===== config.mk =====
export PLATFORM = sky130hd
export DESIGN_NAME = alu_ex
export DESIGN_NICKNAME = d
export VERILOG_FILES = /design/src/rtl/alu_ex.sv
export SDC_FILE = /design/constraint.sdc
export NUM_CORES = 1
export LEC_CHECK = 0
export ABC_CLOCK_PERIOD_IN_PS = 6600
export CAP_MARGIN = 40
export CELL_PAD_IN_SITES_DETAIL_PLACEMENT = 0
export CELL_PAD_IN_SITES_GLOBAL_PLACEMENT = 1
export CORE_MARGIN = 4
export CORE_UTILIZATION = 49
export DETAILED_ROUTE_END_ITERATION = 7
export DONT_BUFFER_PORTS = 1
export PLACE_DENSITY = 0.8
export SETUP_SLACK_MARGIN = 0.4
export SLEW_MARGIN = 15
export SYNTH_ARGS = -nofsm -noshare
export SYNTH_HDL_FRONTEND = slang
export SYNTH_SLANG_ARGS = --single-unit

===== constraint.sdc =====
create_clock -name clk -period 6.6 [get_ports clk]
set_clock_uncertainty 0.05 [all_clocks]
set_input_delay 0.66 -clock clk [delete_from_list [all_inputs] [get_ports clk]]
set_output_delay 0.66 -clock clk [all_outputs]
set_load 0.01 [all_outputs]

===== src/rtl/alu_ex.sv =====
// RV32I integer execute unit with a 2-entry result queue; branch/jump redirect is built only with ALU_EX_BRANCH_EN.
// Latency: an instruction accepted at edge N is visible at the head right after N when the queue was empty.
// Backpressure: in_ready depends only on queue occupancy, so out_ready has no combinational path to in_ready.
module alu_ex #(
  parameter int DATA_W = 32,
  parameter int ADDR_W = 32,
  parameter int TAG_W  = 4,
  parameter int OP_W   = 6
) (
  input  logic              clk,
  input  logic              rst,
  input  logic              rdy,
  input  logic              clear,
  input  logic              in_valid,
  output logic              in_ready,
  input  logic [OP_W-1:0]   in_op,
  input  logic [DATA_W-1:0] in_v1,
  input  logic [DATA_W-1:0] in_v2,
  input  logic [DATA_W-1:0] in_imm,
  input  logic [ADDR_W-1:0] in_pc,
  input  logic [TAG_W-1:0]  in_tag,
  output logic              out_valid,
  input  logic              out_ready,
  output logic [TAG_W-1:0]  out_tag,
  output logic [DATA_W-1:0] out_data,
  output logic              out_jump,
  output logic [ADDR_W-1:0] out_target
);

  localparam logic [OP_W-1:0] OP_LUI   = OP_W'(1);
  localparam logic [OP_W-1:0] OP_AUIPC = OP_W'(2);
  localparam logic [OP_W-1:0] OP_JAL   = OP_W'(3);
  localparam logic [OP_W-1:0] OP_JALR  = OP_W'(4);
  localparam logic [OP_W-1:0] OP_BEQ   = OP_W'(5);
  localparam logic [OP_W-1:0] OP_BNE   = OP_W'(6);
  localparam logic [OP_W-1:0] OP_BLT   = OP_W'(7);
  localparam logic [OP_W-1:0] OP_BGE   = OP_W'(8);
  localparam logic [OP_W-1:0] OP_BLTU  = OP_W'(9);
  localparam logic [OP_W-1:0] OP_BGEU  = OP_W'(10);
  localparam logic [OP_W-1:0] OP_ADDI  = OP_W'(11);
  localparam logic [OP_W-1:0] OP_SLTI  = OP_W'(12);
  localparam logic [OP_W-1:0] OP_SLTIU = OP_W'(13);
  localparam logic [OP_W-1:0] OP_XORI  = OP_W'(14);
  localparam logic [OP_W-1:0] OP_ORI   = OP_W'(15);
  localparam logic [OP_W-1:0] OP_ANDI  = OP_W'(16);
  localparam logic [OP_W-1:0] OP_SLLI  = OP_W'(17);
  localparam logic [OP_W-1:0] OP_SRLI  = OP_W'(18);
  localparam logic [OP_W-1:0] OP_SRAI  = OP_W'(19);
  localparam logic [OP_W-1:0] OP_ADD   = OP_W'(20);
  localparam logic [OP_W-1:0] OP_SUB   = OP_W'(21);
  localparam logic [OP_W-1:0] OP_SLL   = OP_W'(22);
  localparam logic [OP_W-1:0] OP_SLT   = OP_W'(23);
  localparam logic [OP_W-1:0] OP_SLTU  = OP_W'(24);
  localparam logic [OP_W-1:0] OP_XOR   = OP_W'(25);
  localparam logic [OP_W-1:0] OP_OR    = OP_W'(26);
  localparam logic [OP_W-1:0] OP_AND   = OP_W'(27);
  localparam logic [OP_W-1:0] OP_SRL   = OP_W'(28);
  localparam logic [OP_W-1:0] OP_SRA   = OP_W'(29);

`ifdef ALU_EX_BRANCH_EN
  typedef struct packed {
    logic [TAG_W-1:0]  tag;
    logic [DATA_W-1:0] data;
    logic              jump;
    logic [ADDR_W-1:0] target;
  } res_t;
`else
  typedef struct packed {
    logic [TAG_W-1:0]  tag;
    logic [DATA_W-1:0] data;
  } res_t;
`endif

  res_t              q_mem [2];
  logic              head;
  logic              tail;
  logic [1:0]        count;
  res_t              res;
  logic              is_imm;
  logic [DATA_W-1:0] opb;
  logic [4:0]        shamt;
  logic              push;
  logic              pop;

  assign in_ready  = (count != 2'd2);
  assign out_valid = (count != 2'd0);
  assign push      = in_valid && in_ready;
  assign pop       = out_valid && out_ready;

  // I-type ALU ops take the immediate as second operand.
  assign is_imm = (in_op == OP_ADDI)  || (in_op == OP_SLTI) || (in_op == OP_SLTIU) ||
                  (in_op == OP_XORI)  || (in_op == OP_ORI)  || (in_op == OP_ANDI)  ||
                  (in_op == OP_SLLI)  || (in_op == OP_SRLI) || (in_op == OP_SRAI);
  assign opb    = is_imm ? in_imm : in_v2;
  assign shamt  = opb[4:0];

  always_comb begin
    res     = '0;
    res.tag = in_tag;
    case (in_op)
      OP_LUI:            res.data = in_imm;
      OP_AUIPC:          res.data = DATA_W'(in_pc + ADDR_W'(in_imm));
      OP_JAL, OP_JALR:   res.data = DATA_W'(in_pc + ADDR_W'(4));
      OP_ADD, OP_ADDI:   res.data = in_v1 + opb;
      OP_SUB:            res.data = in_v1 - in_v2;
      OP_SLL, OP_SLLI:   res.data = in_v1 << shamt;
      OP_SRL, OP_SRLI:   res.data = in_v1 >> shamt;
      OP_SRA, OP_SRAI:   res.data = $unsigned($signed(in_v1) >>> shamt);
      OP_SLT, OP_SLTI:   res.data = {{(DATA_W-1){1'b0}}, $signed(in_v1) < $signed(opb)};
      OP_SLTU, OP_SLTIU: res.data = {{(DATA_W-1){1'b0}}, in_v1 < opb};
      OP_AND, OP_ANDI:   res.data = in_v1 & opb;
      OP_OR, OP_ORI:     res.data = in_v1 | opb;
      OP_XOR, OP_XORI:   res.data = in_v1 ^ opb;
      default:           res.data = '0;
    endcase
`ifdef ALU_EX_BRANCH_EN
    case (in_op)
      OP_BEQ: res.jump = (in_v1 == in_v2);
      OP_BNE: res.jump = (in_v1 != in_v2);
      OP_BLT: res.jump = ($signed(in_v1) < $signed(in_v2));
      OP_BGE: res.jump = ($signed(in_v1) >= $signed(in_v2));
      OP_BLTU: res.jump = (in_v1 < in_v2);
      OP_BGEU: res.jump = (in_v1 >= in_v2);
      OP_JAL, OP_JALR: res.jump = 1'b1;
      default: res.jump = 1'b0;
    endcase
    case (in_op)
      OP_BEQ, OP_BNE, OP_BLT, OP_BGE, OP_BLTU, OP_BGEU, OP_JAL:
        res.target = in_pc + ADDR_W'(in_imm);
      OP_JALR: begin
        res.target = ADDR_W'(in_v1 + in_imm);
        res.target[0] = 1'b0;
      end
      default: res.target = '0;
    endcase
`endif
  end

  always_ff @(posedge clk) begin
    if (rst) begin
      head     <= 1'b0;
      tail     <= 1'b0;
      count    <= 2'd0;
      q_mem[0] <= '0;
      q_mem[1] <= '0;
    end else if (clear) begin
      head  <= 1'b0;
      tail  <= 1'b0;
      count <= 2'd0;
    end else if (rdy) begin
      if (push) begin
        q_mem[tail] <= res;
        tail        <= ~tail;
      end
      if (pop) head <= ~head;
      case ({push, pop})
        2'b10:   count <= count + 2'd1;
        2'b01:   count <= count - 2'd1;
        default: count <= count;
      endcase
    end
  end

  assign out_tag  = q_mem[head].tag;
  assign out_data = q_mem[head].data;
`ifdef ALU_EX_BRANCH_EN
  assign out_jump   = q_mem[head].jump;
  assign out_target = q_mem[head].target;
`else
  assign out_jump   = 1'b0;
  assign out_target = '0;
`endif

endmodule

# --- Word level (Yosys, flattened, before mapping) ---
# Memory sizes are Yosys's and may differ from the RTL's. A register that Yosys moved wholly into a read port is not among the register bits.
# Index checks and enable logic that the tools add are counted.
op_classes:
  n_addsub: 6
  n_lt_le_gt_ge: 2
  eq_ne: 26
  shifts: 3
  n_mux: 15
  bitwise: 5
  reduce_logical: 27
ops:
  columns: ["cell", "count"]
  rows:
  - ["32-bit case mux with 13 select lines", 1]
  - ["6-bit by 5-bit equality test with 1-bit output, second input constant", 14]
  - ["32-bit adder", 2]
  - ["32-bit < comparator", 2]
  - ["36-bit 2-to-1 mux", 1]
  - ["36-bit OR reduction", 1]
  - ["32-bit by 3-bit adder with 32-bit output, second input constant", 1]
  - ["32-bit AND", 1]
  - ["32-bit 2-to-1 mux", 1]
  - ["32-bit bitwise OR", 1]
  - ["32-bit by 5-bit left shift with 32-bit output", 1]
  - ["32-bit by 5-bit right shift with 32-bit output", 1]
  - ["32-bit by 5-bit >>> shifter with 32-bit output", 1]
  - ["32-bit subtractor", 1]
  - ["32-bit XOR", 1]
  - ["6-bit by 4-bit equality test with 1-bit output, second input constant", 5]
  - ["2-bit OR reduction", 11]
  - ["6-bit by 2-bit equality test with 1-bit output, second input constant", 2]
  - ["1-bit 2-to-1 mux", 11]
  - ["1-bit logical OR", 8]
  - ["6-bit by 1-bit equality test with 1-bit output, second input constant", 1]
  - ["6-bit by 3-bit equality test with 1-bit output, second input constant", 1]
  - ["2-bit AND reduction", 3]
  - ["2-bit case mux with 2 select lines", 1]
  - ["8 further kinds", 11]
word_totals:
  reg_bits: 4
  mem_bits_rw: 72
  in_bits: 144
  output_inout_bits: 71
  elab_cells: 88
  n_memories: 1
mem_list:
  columns: ["memory", "words", "width", "read_ports", "rd_ports_with_merged_regs", "write_ports", "line", "text"]
  rows:
  - ["q_mem", 2, 36, 1, 1, 2, "74", "res_t q_mem [2];"]

# --- Depth between registers and ports, before layout ---
logic_depth:
  depth_word: 13
  depth_mapped: 26
  depth_no_buf: 22

# --- Worst setup path after synthesis ---
# No wires, ideal clock.
synth_path:
  path_kind: "in2reg"
  from: "input port in_op[2]"
  to: "memory q_mem[0][20] (netlist bit), data pin"
  setup_ns: 0.255
  arrival_time_ns: 5.369
  required_ns: 6.295
  slack_ns: 0.927
  path_stages: 22
  n_path_buf: 5
  cell_sequence: "buf_6 -> or4b_4 -> o21ai_2 -> buf_2 -> buf_2 -> buf_2 -> buf_4 -> mux2i_1 -> a31oi_1 -> nor3_1 -> a21oi_1 -> ha_1 -> o21ai_0 -> nand2_1 -> a41oi_1 -> a31oi_1 -> nor2b_1 -> o21ai_0 -> xor2_1 -> a221o_1 -> or3_1 -> and2_1"
synth_rtl:
  columns: ["item", "line", "text"]
  rows:
  - ["start, declared", "16", "input logic [OP_W-1:0] in_op,"]
  - ["end, declared", "74", null]

==> results.json <==
{
  "status": "complete, but fails checks",
  "violations": "DRC",
  "yosys_most_used_dff": "edfxtp_1",
  "layout_setup_ws_ns": 0.667,
  "core-area_um2": 32500,
  "start_kind": "input port",
  "fin_crit_sh": 0.899,
  "yosysSeqAreaShare": 0.141,
  "top_layer_used": "met5",
  "synth.largest_area_cell": "ha_1",
  "final_area_um2": 16800,
  "cts_num_sinks": 77,
  "post_drt_wl_per_cell_um": 30.2,
  "finalHoldViolations": 0,
  "powerDensity_nw_per_um2": 137,
  "holdPathStages": 1,
  "synth_cell_types": 94,
  "root_buffer": "clkbuf_16",
  "drc": 2,
  "yosysWarningCount": 0,
  "synth.top_cell.area_share": 0.142,
  "postRouteAntennaNets": 0,
  "synth-edff-count": 72,
  "path_max_fanout": 6,
  "crit_path_end_kind": "flip-flop",
  "rr_worst_depth": 6,
  "multi_input_area_um2": 12900,
  "io_buffer_count": 0,
  "min-delay-start": "rst",
  "clkTransAtPathRegs_ns": 0.06,
  "fillers": 3244,
  "numCtsBuffers": 9,
  "die_w_um": 189,
  "post-cts-setup-buffers": 0,
  "h-tree-depth": 3,
  "tightest_slew_ns": 0.886,
  "overflow": 0,
  "grt_max_degree": 72,
  "arrival_ns": 6.04,
  "antenna_found_initial": 3,
  "r2r_start": "count[0]$_SDFFE_PP0P_",
  "synth.cell_area_um2": 16100,
  "cts_buffer_depth": 2,
  "p_leak_nw": 6.73,
  "via_per_inst": 7.15,
  "grt_pass1_wl_mm": 112,
  "drt-met1-wl_mm": 28.6,
  "die_y_um": 189,
  "final_nets": 2438,
  "max_freq_mhz": 169,
  "die_area_um2": 35800,
  "pin_count": 215,
  "grt_usage": 0.408,
  "seq_area_um2": 2260,
  "power.total_mw": 2.31,
  "cts_tree": "yes",
  "drtPass1Iterations": 8,
  "rsz0062_at_grt": "false",
  "rrSetupSlack_ns": 4.45,
  "drive_above_1_share": 0.0814,
  "slew_viol_final": 0,
  "fin_util": 0.519,
  "gp_congestion": 1.07,
  "wl_met3_mm": 9.36,
  "async_flop_share": 0,
  "min_period_ns": 5.93,
  "slew_headroom": 0.403,
  "start_util": 0.496,
  "syn_inst": 2166,
  "required_ns": 6.71,
  "maxCapViolations": 0,
  "hp-class": "input port to flip-flop",
  "setup_tns_ns": 0,
  "ys_ff_latch": 77,
  "setup_viol": 0,
  "wl_met2_mm": 33.8,
  "reg2reg_to": "q_mem[1][31]$_SDFFCE_PN0P_",
  "path_class": "input port to flip-flop",
  "grt_pass1_vias": 17000,
  "clkLatencyLatePin_ns": 0.33,
  "pre_cts_ws_ns": 0.341,
  "routed_wl_mm": 77.2,
  "vias": 18300,
  "dp_hpwl_mm": 61.5,
  "fp-row-count": 66,
  "syn_to_final_growth_pct": 4.65,
  "drt_iter0_drc": 2409,
  "avgSynthCellArea_um2": 7.43,
  "postPlaceCellArea_um2": 16400,
  "ir_drop_mv": 0.134,
  "yosys-top-cells-area": "ha_1, edfxtp_1, o21ai_0"
}
## layer usage
| layer | global-route usage | up-vias |
|---|---|---|
| li1 | - | 8023 |
| met1 | 0.503 | 8692 |
| met2 | 0.645 | 1271 |
| met3 | 0.115 | 289 |
| met4 | 0.225 | 2 |
| met5 | 0 | - |
## cell families (layout without fill, tap and decap cells)
| group | Yosys count | count (layout) | synth area share |
|---|---|---|---|
| and+or+nand+nor | 742 | 742 | 0.229 |
| AOI/OAI and AO/OA | 708 | 709 | 0.294 |
| buffers and inverters | 253 | 168 | 0.0710 |
| adders and majority gates | 185 | 185 | 0.145 |
| xor gates and xnor gates | 103 | 103 | 0.0561 |
| muxes | 97 | 97 | 0.0639 |
| DFF | 77 | 77 | 0.141 |
| other | 1 | 35 | 0.000233 |
## worst max-delay path, stage by stage
cell      delay (ns)
nor3_1          0.52
nand4_1         0.27
nand3b_1        0.38
o41ai_1         0.20
buf_4           0.23
and2_0          0.34
o21ai_0         0.18
xnor2_1         0.16
nand2_1         0.07
o21ai_0         0.13
ha_1            0.46
and3_1          0.29
nand2_1         0.13
nor4_1          0.61
o211ai_1        0.31
nand3_1         0.24
a221oi_1        0.16
o21ai_0         0.25
xnor2_1         0.15
nand2_1         0.11
a21oi_1         0.18
## synthesized netlist by cell type (all sizes together), types with 6 or more instances
library cell,n
buf,77
mux2,40
a211oi,24
o211ai,58
nand4,20
clkbuf,82
and2,57
a21o,27
o2111ai,13
or2,10
nand2b,14
xnor2,69
a221oi,19
nand2,173
nor4,28
o41ai,9
mux2i,57
a21oi,146
o221ai,25
o21bai,7
nor2,157
o21a,12
nand3,154
or4,8
inv,94
and4,7
o311ai,6
edfxtp,72
a32oi,6
a21boi,8
o31ai,8
nor2b,13
xor2,34
a222oi,26
a31oi,21
or3,23
a211o,7
a22oi,15
and3,22
o22ai,26
o21ai,197
nor3,35
ha,183
## worst max path at each step
stage	from	end
after global placement	in_op[5]	q_mem[1][27]$_SDFFCE_PN0P_
after detailed placement	in_op[5]	q_mem[0][27]$_SDFFCE_PN0P_
after CTS	in_op[5]	q_mem[0][27]$_SDFFCE_PN0P_
after global routing	in_v2[2]	q_mem[1][31]$_SDFFCE_PN0P_
after floorplan	in_op[2]	q_mem[0][20]$_SDFFCE_PN0P_
final	in_v2[2]	q_mem[1][31]$_SDFFCE_PN0P_
## area by class of cell
type                    instances  share of cell area
well taps                     442              0.0329
repair buffers                 58              0.0259
clock inverters                 6             0.00297
clock buffers                  10              0.0149
flip-flops and latches         77               0.134
multi-input cells            1869               0.768
inverters                      94              0.0210
diodes                          2            0.000297
## timing repair
action	CTS	global route
endpoints found under the setup margin	0	6
hold buffers	0	0
resized for setup	0	6
## placed cells by master (no fill, tap or decap), types with 35 or more instances in the layout
master | synthesis | final
edfxtp_1 | 72 | 72
nand2_1 | 171 | 171
and2_1 | 56 | 55
mux2i_1 | 55 | 53
mux2_2 | 40 | 40
xnor2_1 | 69 | 69
nor2_1 | 156 | 152
inv_1 | 91 | 91
buf_4 | 36 | 47
o211ai_1 | 57 | 57
a21oi_1 | 146 | 144
o21ai_0 | 168 | 168
ha_1 | 183 | 183
nand3_1 | 154 | 154
nor3_1 | 35 | 35
## sequential cells by signal, summed over array words and instances (netlist names), named ones only
name / cells
tail: 1
count: 2
q_mem: 72
head: 1
## power by group
group / total (mW) / switching (mW) / internal, mW
logic: 1.28 / 0.850 / 0.430
clock network: 0.475 / 0.192 / 0.283
registers: 0.558 / 0.00535 / 0.553
total: 2.31 / 1.05 / 1.27
## per-stage QoR
step | hold slack, ns | std cells
5_1_grt | 0.328 | 2556
4_1_cts | 0.336 | 2551
3_5_place_dp | 0.508 | 2535
3_3_place_gp | 0.482 | 2527
6_report | 0.347 | 2558
2_1_floorplan | 0.470 | 2198
No activity file was read; power rests on OpenSTA's default activity.
